--- src/rtl/add_arbiter.sv ---
// Round-robin arbiter sharing one external 8-bit adder among three requesters.
// Operands are held on the adder for HOLD_CYCLES cycles before the sum is captured.
module add_arbiter #(
    parameter int unsigned HOLD_CYCLES = 1
) (
    input  logic        clk,
    input  logic        reset,
    input  logic [2:0]  req,
    input  logic [23:0] opa,
    input  logic [23:0] opb,
    output logic [2:0]  gnt,
    output logic [7:0]  add_a,
    output logic [7:0]  add_b,
    input  logic [7:0]  add_s,
    output logic [7:0]  res,
    output logic        res_valid,
    output logic [1:0]  res_id,
    output logic        busy
);

    typedef enum logic {StIdle, StSettle} state_e;

    state_e      state_q, state_d;
    logic [3:0]  cnt_q, cnt_d;
    logic [2:0]  gnt_q, gnt_d;
    logic [7:0]  add_a_q, add_a_d;
    logic [7:0]  add_b_q, add_b_d;
    logic [7:0]  res_q, res_d;
    logic        res_valid_q, res_valid_d;
    logic [1:0]  res_id_q, res_id_d;
    logic [1:0]  last_q, last_d;

    logic [1:0]  s0, s1, s2, pick;

    // Search order starts just after the last winner and wraps 2 -> 0.
    always_comb begin
        s0 = (last_q == 2'd2) ? 2'd0 : last_q + 2'd1;
        s1 = (s0 == 2'd2) ? 2'd0 : s0 + 2'd1;
        s2 = (s1 == 2'd2) ? 2'd0 : s1 + 2'd1;
        if (req[s0]) begin
            pick = s0;
        end else if (req[s1]) begin
            pick = s1;
        end else begin
            pick = s2;
        end
    end

    always_comb begin
        state_d     = state_q;
        cnt_d       = cnt_q;
        gnt_d       = 3'b000;
        add_a_d     = add_a_q;
        add_b_d     = add_b_q;
        res_d       = res_q;
        res_valid_d = 1'b0;
        res_id_d    = res_id_q;
        last_d      = last_q;
        unique case (state_q)
            StIdle: begin
                if (req != 3'b000) begin
                    gnt_d   = 3'b001 << pick;
                    add_a_d = opa[{pick, 3'b000} +: 8];
                    add_b_d = opb[{pick, 3'b000} +: 8];
                    cnt_d   = 4'(HOLD_CYCLES);
                    last_d  = pick;
                    state_d = StSettle;
                end
            end
            StSettle: begin
                cnt_d = cnt_q - 4'd1;
                if (cnt_q == 4'd1) begin
                    res_d       = add_s;
                    res_id_d    = last_q;
                    res_valid_d = 1'b1;
                    state_d     = StIdle;
                end
            end
            default: state_d = StIdle;
        endcase
    end

    always_ff @(posedge clk) begin
        if (reset) begin
            state_q     <= StIdle;
            cnt_q       <= 4'd0;
            gnt_q       <= 3'b000;
            add_a_q     <= 8'd0;
            add_b_q     <= 8'd0;
            res_q       <= 8'd0;
            res_valid_q <= 1'b0;
            res_id_q    <= 2'd0;
            last_q      <= 2'd2;
        end else begin
            state_q     <= state_d;
            cnt_q       <= cnt_d;
            gnt_q       <= gnt_d;
            add_a_q     <= add_a_d;
            add_b_q     <= add_b_d;
            res_q       <= res_d;
            res_valid_q <= res_valid_d;
            res_id_q    <= res_id_d;
            last_q      <= last_d;
        end
    end

    assign gnt       = gnt_q;
    assign add_a     = add_a_q;
    assign add_b     = add_b_q;
    assign res       = res_q;
    assign res_valid = res_valid_q;
    assign res_id    = res_id_q;
    assign busy      = (state_q == StSettle);

endmodule

--- config.mk ---
export PLATFORM = sky130hd
export DESIGN_NAME = add_arbiter
export DESIGN_NICKNAME = d
export VERILOG_FILES = /design/src/rtl/add_arbiter.sv
export SDC_FILE = /design/constraint.sdc
export NUM_CORES = 1
export LEC_CHECK = 0
export BUFFER_PORTS_ARGS = -buffer_cell sky130_fd_sc_hd__buf_2
export CAP_MARGIN = 20
export CORE_ASPECT_RATIO = 1.2
export CORE_UTILIZATION = 48
export DETAILED_ROUTE_END_ITERATION = 10
export GPL_TIMING_DRIVEN = 0
export PLACE_DENSITY = 0.9
export SLEW_MARGIN = 10
export SYNTH_ARGS = -nofsm -noshare
export SYNTH_HDL_FRONTEND = slang
export SYNTH_SLANG_ARGS = --single-unit
--- constraint.sdc ---
create_clock -name clk -period 2 [get_ports clk]
set_input_delay 0.1 -clock clk [delete_from_list [all_inputs] [get_ports clk]]
set_output_delay 0.1 -clock clk [all_outputs]
set_load 0.01 [all_outputs]
After elaboration in Yosys (flattened, before gate mapping):

Index checks and enable logic that the tools add are counted.

* flip-flop bits (word level): 37
* input bits: 61
* logic and storage cells: 45
* output and inout bits: 31

* multiplexer cells: 15
* equal/unequal tests: 5
* reductions and logical operators: 5
* shift operators: 3
* $lt $le $gt $ge: 2
* $add $sub $neg: 4
* bitwise gates (word level): 2

Operator list (number)
* $shiftx 24x6->8: 2
* $mux 2: 5
* $pmux 4 s2: 1
* $add 2x1->2 const B: 3
* $eq 2x2->1 const B: 3
* $lt 2x3->1 const B: 2
* $mux 1: 5
* $bmux 1 s2: 2
* $eq 4x1->1 const B: 1
* $mux 4: 1
* $reduce_and 2->1: 2
* $sub 4x1->4 const B: 1
* $reduce_bool 3->1: 1
* $reduce_or 3->1: 1
* $shl 1x2->3 const A: 1
* $ne 2x2->1 const B: 1
* $not 1->1: 2
* $pmux 1 s2: 1
* $reduce_or 2->1: 1

Longest topological paths before layout:

Gate-level depths: netlist of run 1.

* word-level depth: 9
* gate-level depth with buffers: 7
* gate-level depth less buffers: 5

Worst setup path after synthesis of run 1:

OpenSTA, ideal clock, no wires.

* kind: register to register
* from: register last_q[1]
* to: register add_a_q[0] (netlist: add_a[0])
* clock period less this slack: 1.474 ns
* buffers on the path: 1
* arrival time: 1.382 ns
* stages on the path, launching flop included: 6
* slack: 0.526 ns
* required time: 1.908 ns
* library setup time: 0.092 ns
* cell sequence: dfxtp_1 -> or4b_4 -> nand3_4 -> buf_6 -> nor2_1 -> o32ai_1

* cells in the longest elaborated chain, start to end: 9
* elaborated cells on any way between the ends: 16
* those cells by class: add/sub (3); eq/ne (3); shift (1); mux (9)

Ends and longest elaborated chain
* start: declaration: RTL line 31 `logic [1:0] last_q, last_d;`
* start signal: assignment: RTL line 103 `last_q <= last_d;`
* $add 2x1->2 / $eq 2x2->1 (equally long branches): RTL line 37 `s0 = (last_q == 2'd2) ? 2'd0 : last_q + 2'd1;`
* $mux 2 *: RTL line 37
* $add 2x1->2 / $eq 2x2->1 (equally long branches): RTL line 38 `s1 = (s0 == 2'd2) ? 2'd0 : s0 + 2'd1;`
* $mux 2: RTL line 38
* $add 2x1->2 (tied with other cells): RTL line 39 `s2 = (s1 == 2'd2) ? 2'd0 : s1 + 2'd1;`
* $mux 2 / $mux 1 (equally long branches): RTL line 39, 42
* $mux 2: RTL line 42 `end else if (req[s1]) begin`
* $mux 2 *: RTL line 40 `if (req[s0]) begin`
* $shiftx 24x6->8 *: RTL line 63 `add_a_d = opa[{pick, 3'b000} +: 8];`
* end signal: assignment: RTL line 88 `add_a_q <= 8'd0;`
* end signal: assignment: RTL line 98 `add_a_q <= add_a_d;`
* end: declaration: RTL line 26 `logic [7:0] add_a_q, add_a_d;`

Mark *: on every way between the ends. The rest lies on a longest branch, timed or not. The select of a mux whose other input is x is not followed.
A chain may end at the register's enable or synchronous reset.

Final worst setup path of run 1:

* from: register last_q[0]
* to: register add_a_q[1] (netlist: add_a[1])

The elaborated chain is that of the path after synthesis.

==> flow_summary.ini, run 1 <==
[finish]
drive_above_1_share_pct = 29.2
antenna_cells = 0
area_growth_syn_to_layout_pct = 28.7
regArea_um2 = 741
multi_input_comb_area_um2 = 1320
nFillCells = 378
nNetsFinal = 452
final_common_cell = buf_2
final_cell_mix = 97 x buf_2, 46 x a21oi_1, 39 x nand2_1
finalNonFillerCells = 446

[worst_setup_path]
worstRegToRegCells = 5
slowest_delay_ps = 460
rrSetupSlack_ps = 170
path_max_fanout = 10
crit_required_ps = 2200
cp.arrival_ps = 2030
critical_path.endpoint = add_a[1]
crit_type = register to register
path_depth = 5
crit_path_top_delay_cell = clkbuf_1
cp_cell_sequence = nand2b_1 -> a21o_1 -> clkbuf_1 -> a32oi_1 -> o32ai_1
path_buf_inv = 1
critPathLaunch = last_q[0]
reg2reg_to = add_a[1]
r2r-start = last_q[0]
end_kind = register
startpoint_type = register
path_delay_family = compound AO/OA/AOI/OAI gates

[synth]
ys_seq_area_share_pct = 33.4
synth_cell_types = 32
yosys_register_bits = 37
syn-num-nets = 355
syn_area_um2 = 2210
syn_inst = 292
syn-mean-instance-area_um2 = 7.58
yosys_warnings = 0
ys.flop_type = dfxtp_1
postSynth.asyncResetShare_pct = 0
synth-edff-count = 0

[clock_tree]
clkTransAtPathRegs_ps = 80
cts_resized = 0
cts_hold_repair.buffers = 0
cts_sinks = 37
cts.path.max_buffers = 2
postCtsSetupBuffers = 0
htree_levels = 2
clk_latency_ps = 300
cts_made_buffers = 5
cts_tree = yes
cts_root_buffer = clkbuf_8

[floorplanning]
die_height_um = 76.4
dieArea_um2 = 4890
row_count = 26
coreArea_um2 = 4330
io_pins = 92
start_util_pct = 51.2
die_x_um = 64.0

[timing]
fmax_mhz = 547
tightest_slew_ps = 534
slew_viol_final = 0
fin_skew_ps = 5.80
relSlewSlack_pct = 64.4
period_share_pct = 91.4
rsz0062_at_grt = no
setup_tns_ps = 0
hold_viol_final = 0
setup_violations = 0
fin_crit_ps = 1830
whs_ps = 29.8

[detailed_routing]
vias = 2571
antenna_left = 0
dr.pass1.iters = 5
avgRoutedWirePerCell_um = 14.6
vias_per_cell = 5.76
first_iter_violations = 231
wirelength_um = 6530
drc = 0

[global_routing]
grt.overflow.total = 0
grt_pass1_vias = 2367
grt_max_degree = 14
grt_antenna_before_repair = 0
track_usage_pct = 27.5
grt_pass1_wl_um = 10800

[place]
hpwl_um = 4640
globalplace.congestion = 0.833
placedCellCount = 438
port_buffers = 90

[job]
maxCapViolCount = 0

[run_status]
status = finished, final reports clean

[pwr]
finalPower_mw = 2.10
p_leak_nw = 1.23
peakVddDrop_mv = 0.425
powerDensity_nw_per_um2 = 737

[min_path]
worst_hold_path_type = primary input to register
==> power by group <==
part | switching, mW | total, mW | internal [mW]
clock network | 0.307 | 0.681 | 0.373
logic | 0.325 | 0.575 | 0.249
registers | 0.0406 | 0.845 | 0.804
total | 0.673 | 2.10 | 1.43
==> layout make-up <==
| class | instances | area share, % |
|---|---|---|
| clock buffers | 5 | 2.41 |
| inverters | 4 | 0.527 |
| plain buffers | 30 | 4.92 |
| well taps | 56 | 2.46 |
| flip-flops and latches | 37 | 26.0 |
| clock inverters | 3 | 1.62 |
| multi-input cells | 221 | 46.3 |
| repair buffers | 90 | 15.8 |
==> kinds of logic (layout without fill, tap and decap cells) <==
family	after synthesis	in the layout	share of synthesized area, %
fa+ha+maj	2	2	1.13
simple gates	114	114	26.0
flops	37	37	33.4
buf+inv	34	132	7.01
mux	2	2	0.960
compound gates	103	103	31.5
==> cell usage after synthesis (2+ instances only) <==
cell type	n	share of area [%]
or3_1	2	0.56
a211oi_1	18	6.1
o32ai_1	15	5.9
nor2_1	23	3.9
clkbuf_1	17	2.9
buf_2	7	1.6
nor2b_1	4	1.1
o21ai_0	3	0.68
buf_1	2	0.34
nand3_1	2	0.45
nand2_1	39	6.6
a21oi_1	46	10
nand2b_1	35	9.9
inv_1	4	0.68
dfxtp_1	37	33
ha_1	2	1.1
a32oi_1	16	6.3
nor3_1	3	0.68
nand3b_1	2	0.68
buf_4	3	1.0
==> worst min path at each step <==
stage	from	end	slack, ps	cells after the start
after floorplan	add_s[0]	res[0]	240	2
after global placement	add_s[6]	res[6]	340	3
after detailed placement	add_s[3]	res[3]	350	3
after CTS	add_s[7]	res[7]	30	3
after global routing	add_s[3]	res[3]	30	3
final	add_s[4]	res[4]	30	3
==> registers in the layout, summed over array words and instances (netlist names) <==
register and count:
add_a 8, add_b 8, busy 1, cnt_q 4, gnt 3, last_q 2
res 8, res_id 2, res_valid 1
==> tightest hold or removal path, delay by kind of cell <==
family	cells	cell delay [ps]
AOI/OAI and AO/OA	1	50
buffers and inverters	1	90
and+or+nand+nor	1	40
==> stage by stage <==
step / area, µm² / util (%) / setup slack (ps)
global placement: 2740 / 63.2 / 327
CTS: 2850 / 65.9 / 240
detailed placement: 2740 / 63.2 / 226
finish: 2850 / 65.9 / 173
global route: 2850 / 65.9 / 78.9
floorplan: 2210 / - / 526
==> routing by layer <==
metal  vias to the layer above  part of all wire (%)  global-route usage (%)  wire length (µm)
met3                        14                   9.6                    5.39               625
met4                         0                   1.8                    13.4               117
met1                      1164                    40                    33.4              2610
met5                         -                     0                       0                 0
met2                       143                    49                    45.4              3190
li1                       1250                     -                       -                 -
(Power assumes the default switching activity.)
==> inputs of run 2 (changes only) <==
--- a/config.mk
+++ b/config.mk
@@ -8,10 +8,11 @@
 export BUFFER_PORTS_ARGS = -buffer_cell sky130_fd_sc_hd__buf_2
 export CAP_MARGIN = 20
 export CORE_ASPECT_RATIO = 1.2
-export CORE_UTILIZATION = 48
+export CORE_MARGIN = 2
+export CORE_UTILIZATION = 52
 export DETAILED_ROUTE_END_ITERATION = 10
 export GPL_TIMING_DRIVEN = 0
-export PLACE_DENSITY = 0.9
+export PLACE_DENSITY = 0.95
 export SLEW_MARGIN = 10
 export SYNTH_ARGS = -nofsm -noshare
 export SYNTH_HDL_FRONTEND = slang
==> constraint.sdc (replaced) <==
create_clock -name clk -period 2.12 [get_ports clk]
set_input_delay 0.106 -clock clk [delete_from_list [all_inputs] [get_ports clk]]
set_output_delay 0.106 -clock clk [all_outputs]
set_load 0.01 [all_outputs]
==> run 2 against run 1 <==
Fmax grew 5.4%. Worst hold slack gained 17 ps. Power decreased by 0.66%. Utilization grew 3.1 points.
==> flow_summary.ini, run 2 (synthesized netlist as in run 1, its figures left out) <==
[global_routing]
grt_max_degree = 14
grt.overflow.total = 0
grt_antenna_before_repair = 0
grt_pass1_vias = 2352
track_usage_pct = 26.9
grt_pass1_wl_um = 10400

[floorplanning]
die_x_um = 63.6
die_height_um = 75.5
row_count = 26
dieArea_um2 = 4800
io_pins = 92
start_util_pct = 53.2
coreArea_um2 = 4160

[clock_tree]
clkTransAtPathRegs_ps = 80
cts_resized = 0
cts_tree = yes
cts.path.max_buffers = 2
clk_latency_ps = 290
cts_sinks = 37
cts_hold_repair.buffers = 0
htree_levels = 2
postCtsSetupBuffers = 0
cts_root_buffer = clkbuf_8
cts_made_buffers = 5

[timing]
setup_tns_ps = 0
period_share_pct = 81.8
tightest_slew_ps = 495
fin_crit_ps = 1730
slew_viol_final = 0
rsz0062_at_grt = no
hold_viol_final = 0
fin_skew_ps = 3.63
relSlewSlack_pct = 67.0
fmax_mhz = 577
setup_violations = 0

[pwr]
finalPower_mw = 2.09
peakVddDrop_mv = 0.627
powerDensity_nw_per_um2 = 726
p_leak_nw = 1.24

[worst_setup_path]
crit_required_ps = 2330
cp.arrival_ps = 1940
worstRegToRegCells = 5
startpoint_type = register
crit_type = register to register
path_max_fanout = 10
end_kind = register

[detailed_routing]
wirelength_um = 6500
vias_per_cell = 5.80
drc = 0
dr.pass1.iters = 7
first_iter_violations = 204
vias = 2586
antenna_left = 0
avgRoutedWirePerCell_um = 14.6

[finish]
final_cell_mix = 97 x buf_2, 46 x a21oi_1, 39 x nand2_1
area_growth_syn_to_layout_pct = 29.7
drive_above_1_share_pct = 29.2
nNetsFinal = 452
antenna_cells = 0
finalNonFillerCells = 446
final_common_cell = buf_2

[job]
maxCapViolCount = 0

[min_path]
worst_hold_path_type = primary input to register
whs_path_depth = 3

[place]
placedCellCount = 438
globalplace.congestion = 0.931
port_buffers = 90
hpwl_um = 4560

[run_status]
status = finished, final reports clean
==> run 2: layout make-up <==
type,count,area (µm²)
multi-input cells,221,1320
clock buffers,5,68.8
repair buffers,90,450
inverters,4,15.0
fillers,365,1290
plain buffers,30,140
clock inverters,3,68.8
flip-flops and latches,37,741
well taps,56,70.1
==> run 2: final timing paths <==
| check | startpoint | to | slack (ps) |
|---|---|---|---|
| setup / recovery | last_q[0] | add_a[5] | 390 |
| setup reg to reg | last_q[0] | add_a[5] | 390 |
| hold reg to reg | res[7] | res[7] | 450 |
| hold / removal | add_s[3] | res[3] | 50 |
==> run 2: report_power, final <==
| part | leakage, nW | internal, mW | switching, mW |
|---|---|---|---|
| Combinational | 0.867 | 0.236 | 0.306 |
| Clock | 0.0687 | 0.474 | 0.275 |
| Sequential | 0.304 | 0.758 | 0.0371 |
| Total | 1.24 | 1.47 | 0.618 |
==> run 2: critical path, cell delays in order (launching register included) <==
cell	delay, ps
dfxtp_1	410
nand2b_1	180
a21o_1	290
clkbuf_1	440
a32oi_1	200
o32ai_2	140
==> run 2: layer usage <==
layer  vias to the layer above  track usage, %  part of all wire [%]
li1                       1248               -                     -
met2                       131            46.9                    48
met3                         9            6.79                   9.0
met5                         -               0                     0
met4                         0            10.4                   1.4
met1                      1198            32.4                    42
==> run 2: per-stage QoR <==
step | hold slack, ps | util [%] | instance area [µm²] | setup WS (ps)
floorplan | 242 | - | 2210 | 646
global placement | 346 | 65.7 | 2740 | 414
detailed placement | 354 | 65.7 | 2740 | 409
CTS | 41.8 | 69.0 | 2870 | 408
global route | 42.4 | 69.0 | 2870 | 205
finish | 46.8 | 69.0 | 2870 | 386
